<file path="config.mk">
export PLATFORM = sky130hd
export DESIGN_NAME = int_ctrl
export DESIGN_NICKNAME = d
export VERILOG_FILES = /design/src/rtl/int_ctrl.sv
export SDC_FILE = /design/constraint.sdc
export NUM_CORES = 1
export LEC_CHECK = 0
export BUFFER_PORTS_ARGS = -buffer_cell sky130_fd_sc_hd__clkbuf_2
export CORE_ASPECT_RATIO = 0.6
export CORE_UTILIZATION = 35
export DETAILED_ROUTE_END_ITERATION = 12
export HOLD_SLACK_MARGIN = 0.12
export SYNTH_ARGS = -nofsm -noshare
export SYNTH_HDL_FRONTEND = slang
export SYNTH_SLANG_ARGS = --single-unit
</file>
<file path="constraint.sdc">
create_clock -name Clk -period 2.3 [get_ports Clk]
set_input_delay 0 -clock Clk [delete_from_list [all_inputs] [get_ports Clk]]
set_output_delay 0 -clock Clk [all_outputs]
set_load 0.01 [all_outputs]
</file>
<file path="src/rtl/int_ctrl.sv">
// Fixed-priority interrupt controller: edge/level pending capture, masking,
// and a claim/complete handshake exposed as four word registers.
module int_ctrl #(
  parameter int unsigned N_SRC = 6
) (
  input  logic             Clk,
  input  logic             sys_rstn,
  input  logic [1:0]       Addr,
  input  logic             WE,
  input  logic             RE,
  input  logic [31:0]      Din,
  output logic [31:0]      Dout,
  input  logic [N_SRC-1:0] IrqIn,
  output logic             IRQ
);

  typedef enum logic [1:0] {
    S_IDLE    = 2'd0,
    S_ASSERT  = 2'd1,
    S_SERVICE = 2'd2
  } state_t;

  state_t           state;
  logic [N_SRC-1:0] pending;
  logic [N_SRC-1:0] mask;
  logic [N_SRC-1:0] mode;
  logic [N_SRC-1:0] prev_in;
  logic [2:0]       cur_id;

  logic [N_SRC-1:0] eligible;
  logic [2:0]       win;
  logic             claim_fire;
  logic             complete_fire;
  logic [N_SRC-1:0] w1c;
  logic [N_SRC-1:0] claim_clr;
  logic [N_SRC-1:0] edge_set;
  logic [N_SRC-1:0] pending_nxt;
  logic             unused_din;

  assign unused_din = ^Din[31:N_SRC];

  assign eligible = pending & mask;

  always_comb begin
    win = '0;
    for (int unsigned i = N_SRC; i > 0; i--) begin
      if (eligible[i-1]) win = 3'(i - 1);
    end
  end

  assign claim_fire    = (state == S_ASSERT) && RE && (Addr == 2'd3);
  assign complete_fire = (state == S_SERVICE) && WE && (Addr == 2'd3) && (Din[2:0] == cur_id);

  // Edge sources: a fresh edge beats a same-cycle W1C or claim clear.
  // Level sources simply follow the input and ignore both clears.
  always_comb begin
    w1c         = (WE && (Addr == 2'd0)) ? Din[N_SRC-1:0] : '0;
    claim_clr   = claim_fire ? (N_SRC'(1) << win) : '0;
    edge_set    = IrqIn & ~prev_in;
    pending_nxt = (mode & IrqIn) |
                  (~mode & (edge_set | (pending & ~(w1c | claim_clr))));
  end

  always_ff @(posedge Clk or negedge sys_rstn) begin
    if (!sys_rstn) begin
      state   <= S_IDLE;
      IRQ     <= 1'b0;
      pending <= '0;
      mask    <= '0;
      mode    <= '0;
      prev_in <= '0;
      cur_id  <= '0;
    end else begin
      prev_in <= IrqIn;
      pending <= pending_nxt;
      if (WE && (Addr == 2'd1)) mask <= Din[N_SRC-1:0];
      if (WE && (Addr == 2'd2)) mode <= Din[N_SRC-1:0];

      case (state)
        S_IDLE: begin
          if (|eligible) begin
            state <= S_ASSERT;
            IRQ   <= 1'b1;
          end
        end
        S_ASSERT: begin
          if (claim_fire) begin
            state  <= S_SERVICE;
            IRQ    <= 1'b0;
            cur_id <= win;
          end else if (~|eligible) begin
            state <= S_IDLE;
            IRQ   <= 1'b0;
          end
        end
        S_SERVICE: begin
          if (complete_fire) state <= S_IDLE;
        end
        default: begin
          state <= S_IDLE;
          IRQ   <= 1'b0;
        end
      endcase
    end
  end

  always_comb begin
    Dout = '0;
    case (Addr)
      2'd0: Dout[N_SRC-1:0] = pending;
      2'd1: Dout[N_SRC-1:0] = mask;
      2'd2: Dout[N_SRC-1:0] = mode;
      default: begin
        if (state == S_ASSERT) Dout = {1'b1, 28'b0, win};
      end
    endcase
  end

endmodule

</file>
==> results_dict.tcl, run 1 <==
set metrics [dict create \
    critPathMaxStageDelay_ns 0.42 \
    place_congestion 0.812 \
    post-route-util 0.434 \
    grt-ovfl-total 0 \
    rsz0062_at_grt "no" \
    synth_top_family_by_area "simple AND/OR/NAND/NOR gates" \
    tightest_slew_ns 0.779 \
    multiInputGateArea_um2 836 \
    antenna_cells 0 \
    r2r_cells 4 \
    min_path_type "input pin to register" \
    yosys.area_share.simple 0.151 \
    fillers 475 \
    cts-root-buf "clkbuf_8" \
    ys_seq_area_frac 0.431 \
    drive_gt1_frac 0.233 \
    final_common_cell "dfrtp_1" \
    ys_types 40 \
    cts_inserted_buffers 5 \
    ant_nets 0 \
    status "completed" \
    worstSetupStartpoint "pending[3]$_DFF_PN0_" \
    synthXorXnorAreaFrac 0.0151 \
    vias_per_cell 4.72 \
    cts_tree "yes" \
    grt_use_total 0.157 \
    design.die.area_um2 5270 \
    arrival_ns 1.72 \
    drc 0 \
    dieWidth_um 93.1 \
    r2r-start "state[1]$_DFFE_PN0P_" \
    slew_headroom 0.481 \
    antenna_found_initial 0 \
    synth_cells 169 \
    crit_path_end "Dout[0]" \
    rrSetupSlack_ns 0.60 \
    fmax_mhz 581 \
    setup.worst_path.class "register to output pin" \
    grt_max_degree 31 \
    layout_min_cycle_time_ns 1.72 \
    vias 1289 \
    startpoint_type "register" \
    seq_area_um2 751 \
    irDropWorstVdd_v 0.000242 \
    cp_max_fo 5 \
    fin_nets 254 \
    clock-sinks 30 \
    h-tree-depth 2 \
    powerDensity_nw_per_um2 798 \
    reg2reg_to "pending[3]$_DFF_PN0_" \
    holdWs_ns 0.136 \
    hpwl_um 2760 \
    p_leak_nw 0.938 \
    start_util 0.372 \
    worst_ep_required_time_ns 2.30 \
    hold_viol 0 \
    clkTransAtPathRegs_ns 0.06 \
    pin_count 77 \
    avgSynthCellArea_um2 10.3 \
    synth-compound-area-share 0.148 \
    max-cap-violations 0 \
    clockBufferDepth 2 \
    final_cell_mix "dfrtp_1 (30), conb_1 (25), clkbuf_2 (25)" \
    synth_fa_ha_area_frac 0 \
    slew_violations 0 \
    grt_pass1_vias 1136 \
    syn_area_um2 1740 \
    path_cells "a22o_1 -> a31oi_4 -> nor2_1 -> a221o_1 -> clkbuf_2" \
    synth.area.mux_share 0.112 \
    power.total_mw 1.62 \
    wire_per_inst_um 14.2 \
    fin_setup_tns_ns 0 \
    synth_seq_cells 30 \
    post-route-period-util 0.749 \
    die_h_um 56.6 \
    post_cts_buffers 0 \
    core.rowCount 19 \
    portBuffers 25 \
    fp.coreArea_um2 4680 \
    area_delta_synth_final_pct 16.6 \
    yosysWarnings 0 \
    finalSetupViolations 0 \
    cpMaxStageDelayCell "dfrtp_1" \
    placed_area_um2 1820 \
    clk_latency_ns 0.28 \
    skew_ns 0.00523 \
    cp-end-kind "output pin" \
    drt_iter0_drc 64 \
    grt_pass1_wl_um 5950 \
    first_pass_iters 4 \
    drt-total-wl_um 3870 \
    design_area_um2 2030 \
]
where the power goes:
part           leakage, nW  internal (mW)  switching, mW  total [mW]
combinational        0.544          0.218          0.257       0.474
sequential           0.355          0.640          0.113       0.753
clock               0.0383          0.208          0.186       0.394
per-stage QoR:
stage	worst slack, ns	instances
6_report	0.578	273
2_1_floorplan	0.961	193
5_1_grt	0.432	273
4_1_cts	0.547	273
3_3_place_gp	0.630	253
3_5_place_dp	0.637	253
synthesized netlist by cell type:
cell	n	share of area
dfrtp_1	30	0.43
buf_4	28	0.12
nand2_1	17	0.037
a21oi_1	7	0.020
mux2_1	6	0.039
mux2_2	6	0.039
mux2i_1	6	0.034
o21ai_0	6	0.017
o21ai_1	6	0.017
inv_1	5	0.011
nand2b_1	5	0.018
nand3b_1	5	0.022
nor2_1	4	0.0086
a22oi_2	3	0.022
a31oi_1	3	0.011
nand2_2	3	0.011
xor2_1	3	0.015
a221o_1	2	0.011
nand4_1	2	0.0072
nor4_1	2	0.0072
a2111oi_2	1	0.0086
a21boi_0	1	0.0043
a21o_1	1	0.0043
a22o_1	1	0.0050
a31oi_4	1	0.012
a32o_2	1	0.0065
and3_1	1	0.0036
and4b_1	1	0.0057
buf_2	1	0.0029
buf_6	1	0.0065
conb_1	1	0.0022
nand3_1	1	0.0029
nor2b_1	1	0.0036
nor3_1	1	0.0029
nor3_2	1	0.0057
nor3b_2	1	0.0072
nor4bb_1	1	0.0057
o211ai_1	1	0.0043
o31ai_1	1	0.0043
or2_1	1	0.0036
critical path: cells and delay by family (launching register included):
family                 cells  cell delay, ns
AOI/OAI and AO/OA          3            0.81
DFF                        1            0.42
buffers and inverters      1            0.13
and+or+nand+nor            1            0.08
routing by layer:
metal	global-route usage	share of wire
met5	0	0
met4	0.0462	0.0075
met3	0.0596	0.085
met2	0.191	0.40
met1	0.245	0.51
layout make-up:
type	count	area share
repair buffers	40	0.133
inverters	5	0.00924
multi-input cells	128	0.412
clock buffers	7	0.0376
flip-flops and latches	30	0.370
well taps	63	0.0388
timing repair:
action / CTS / global route
hold buffers: 13 / 0
resized for setup: 0 / 0
endpoints found under the hold margin: 54 / 0
cells by family (layout without fill, tap and decap cells):
logic type	Yosys count	in the layout
flip-flops	30	30
other	1	25
XOR/XNOR	3	3
multiplexers	18	18
AND/OR/NAND/NOR	47	47
buffers and inverters	35	52
AO/OA/AOI/OAI	35	35
worst min path at each step:
stage                     cells after the start     start                    to  slack (ns)
after floorplan                               0  sys_rstn       IRQ$_DFFE_PN0P_       -0.30
after global placement                        1  sys_rstn  prev_in[2]$_DFF_PN0_        0.11
after detailed placement                      1  sys_rstn   mode[1]$_DFFE_PN0P_        0.11
after CTS                                     3        RE  state[1]$_DFFE_PN0P_        0.12
after global routing                          3        RE  state[1]$_DFFE_PN0P_        0.18
final                                         3        RE  state[1]$_DFFE_PN0P_        0.14
state kept, by name, summed over array words and instances, names as in the netlist:
name and cells:
state 2, IRQ 1, cur_id 3, mask 6
pending 6, prev_in 6, mode 6
Power figures use the tool's default switching activity.
==> run 2, diff against run 1 <==
clock period = 1.4 ns   (was 2.3 ns; I/O delays follow)
==> run 2 against run 1 <==
Effect of this change: the run now ends with negative setup slack left; global-route usage rose by 2.8 points; largest power group is now combinational cells; wire length increased by 16%; combinational power increased to 2.7 times the previous value.
==> results_dict.tcl, run 2 (synthesis results as in run 1) <==
set metrics [dict create \
    status "complete, but fails checks" \
    violations "negative setup slack" \
    grt_use_total 0.184 \
    clk_latency_ns 0.29 \
    start_util 0.372 \
    drc 0 \
    grt_pass1_vias 1329 \
    sw_frac_of_total 0.338 \
    antenna_cells 0 \
    reg2reg_to "pending[4]$_DFF_PN0_" \
    pre_cts_slack_ns -0.0605 \
    hpwl_um 3110 \
    grt_max_degree 17 \
    ant_nets 0 \
    clock-sinks 30 \
    pwr-share-comb 0.406 \
    cp_max_fo 4 \
    irDropWorstVdd_v 0.000601 \
    cts-root-buf "clkbuf_8" \
    max-cap-violations 0 \
    drt-total-wl_um 4490 \
    layout_min_cycle_time_ns 1.63 \
    first_pass_iters 4 \
    cts_tree "yes" \
    p_int_mw 2.13 \
    final_common_cell "buf_4" \
    r2r_cells 7 \
    fmax_mhz 612 \
    seqPwrFrac 0.377 \
    design.die.area_um2 5270 \
    worst_ep_required_time_ns 1.40 \
    final_cell_mix "buf_4 (36), dfrtp_1 (29), conb_1 (25)" \
    wire_per_inst_um 14.4 \
    h-tree-depth 2 \
    antenna_found_initial 0 \
    pin_count 77 \
    skew_ns 0.00716 \
    finalSetupViolations 11 \
    setup.worst_path.class "register to output pin" \
    fin_nets 293 \
    portBuffers 25 \
    grt-ovfl-total 0 \
    worstSetupStartpoint "mask[1]$_DFFE_PN0P_" \
    clockBufferDepth 2 \
    hold_viol 0 \
    dieWidth_um 93.1 \
    slew_violations 0 \
    fin_ws_ns -0.235 \
    power.total_mw 3.21 \
    cts_inserted_buffers 5 \
    core.rowCount 19 \
    clkTransAtPathRegs_ns 0.07 \
    r2r-start "mask[1]$_DFFE_PN0P_" \
    post-route-period-util 1.17 \
    rsz0062_at_grt "yes" \
    pwr-share-clk 0.217 \
    min_path_type "input pin to async pin" \
    cp-end-kind "output pin" \
    startpoint_type "register" \
    area_delta_synth_final_pct 38.7 \
    powerDensity_nw_per_um2 1330 \
    place_congestion 0.836 \
    drive_gt1_frac 0.391 \
    power_switching_mw 1.09 \
    p_leak_nw 1.15 \
    die_h_um 56.6 \
    fp.coreArea_um2 4680 \
    arrival_ns 1.63 \
    vias_per_cell 4.62 \
    grt_pass1_wl_um 6950 \
    drt_iter0_drc 66 \
    vias 1436 \
    rrSetupSlack_ns -0.19 \
]
-- run 2: final cells by class --
| type | instances | area, um^2 |
|---|---|---|
| fill | 440 | 2270 |
| multi-input combinational | 128 | 893 |
| inverter | 5 | 18.8 |
| clock buffer | 6 | 82.6 |
| tap | 63 | 78.8 |
| timing repair buffer | 79 | 591 |
| sequential | 30 | 752 |
-- run 2: power by group through the flow --
| stage | Combinational [mW] | Clock, mW | Sequential (mW) |
|---|---|---|---|
| 2_1_floorplan | 0.612 | 0 | 1.21 |
| 3_3_place_gp | 0.978 | 0 | 1.22 |
| 3_5_place_dp | 0.985 | 0 | 1.23 |
| 4_1_cts | 1.25 | 0.727 | 1.20 |
| 5_1_grt | 1.42 | 0.764 | 1.24 |
| 6_report | 1.30 | 0.699 | 1.21 |
-- run 2: worst max-delay path, cell delays in order (launching register included) --
cell and delay, ns:
dfrtp_2 0.44, nand2_1 0.09, a32o_2 0.24, buf_6 0.11
nor2_1 0.04, a221o_1 0.30, clkbuf_2 0.13
-- run 2: worst max path at each step --
stage	end	cells past startpoint
6_report	Dout[0]	6
5_1_grt	Dout[0]	6
4_1_cts	Dout[0]	5
3_5_place_dp	pending[3]$_DFF_PN0_	5
3_3_place_gp	pending[3]$_DFF_PN0_	5
2_1_floorplan	pending[1]$_DFF_PN0_	5
-- run 2: layer usage --
layer,vias up,wire length [um],GRT usage
li1,702,-,-
met1,694,2340,0.291
met2,35,1850,0.231
met3,5,251,0.0528
met4,0,51,0.0615
met5,-,0,0
-- run 2: timing repair --
| action | 4_1_cts | 5_1_grt |
|---|---|---|
| hold buffers | 13 | 0 |
| endpoints found under the setup margin | 7 | 13 |
| setup buffers | 14 | 1 |
| resized for setup | 9 | 11 |
| gates cloned | 0 | 0 |
| hold endpoints to repair | 54 | 0 |
| pin swaps | 12 | 8 |
-- run 2: per-stage QoR --
step           setup TNS, ns  hold slack (ns)  instances  area (um^2)   util
5_1_grt                -2.60            0.219        311         2420  0.516
2_1_floorplan              0           -0.296        193         1830      -
6_report               -1.65            0.189        311         2420  0.516
3_5_place_dp          -0.179          -0.0322        278         2020  0.432
3_3_place_gp          -0.117          -0.0358        278         2020  0.432
4_1_cts                -1.56            0.152        311         2380  0.509
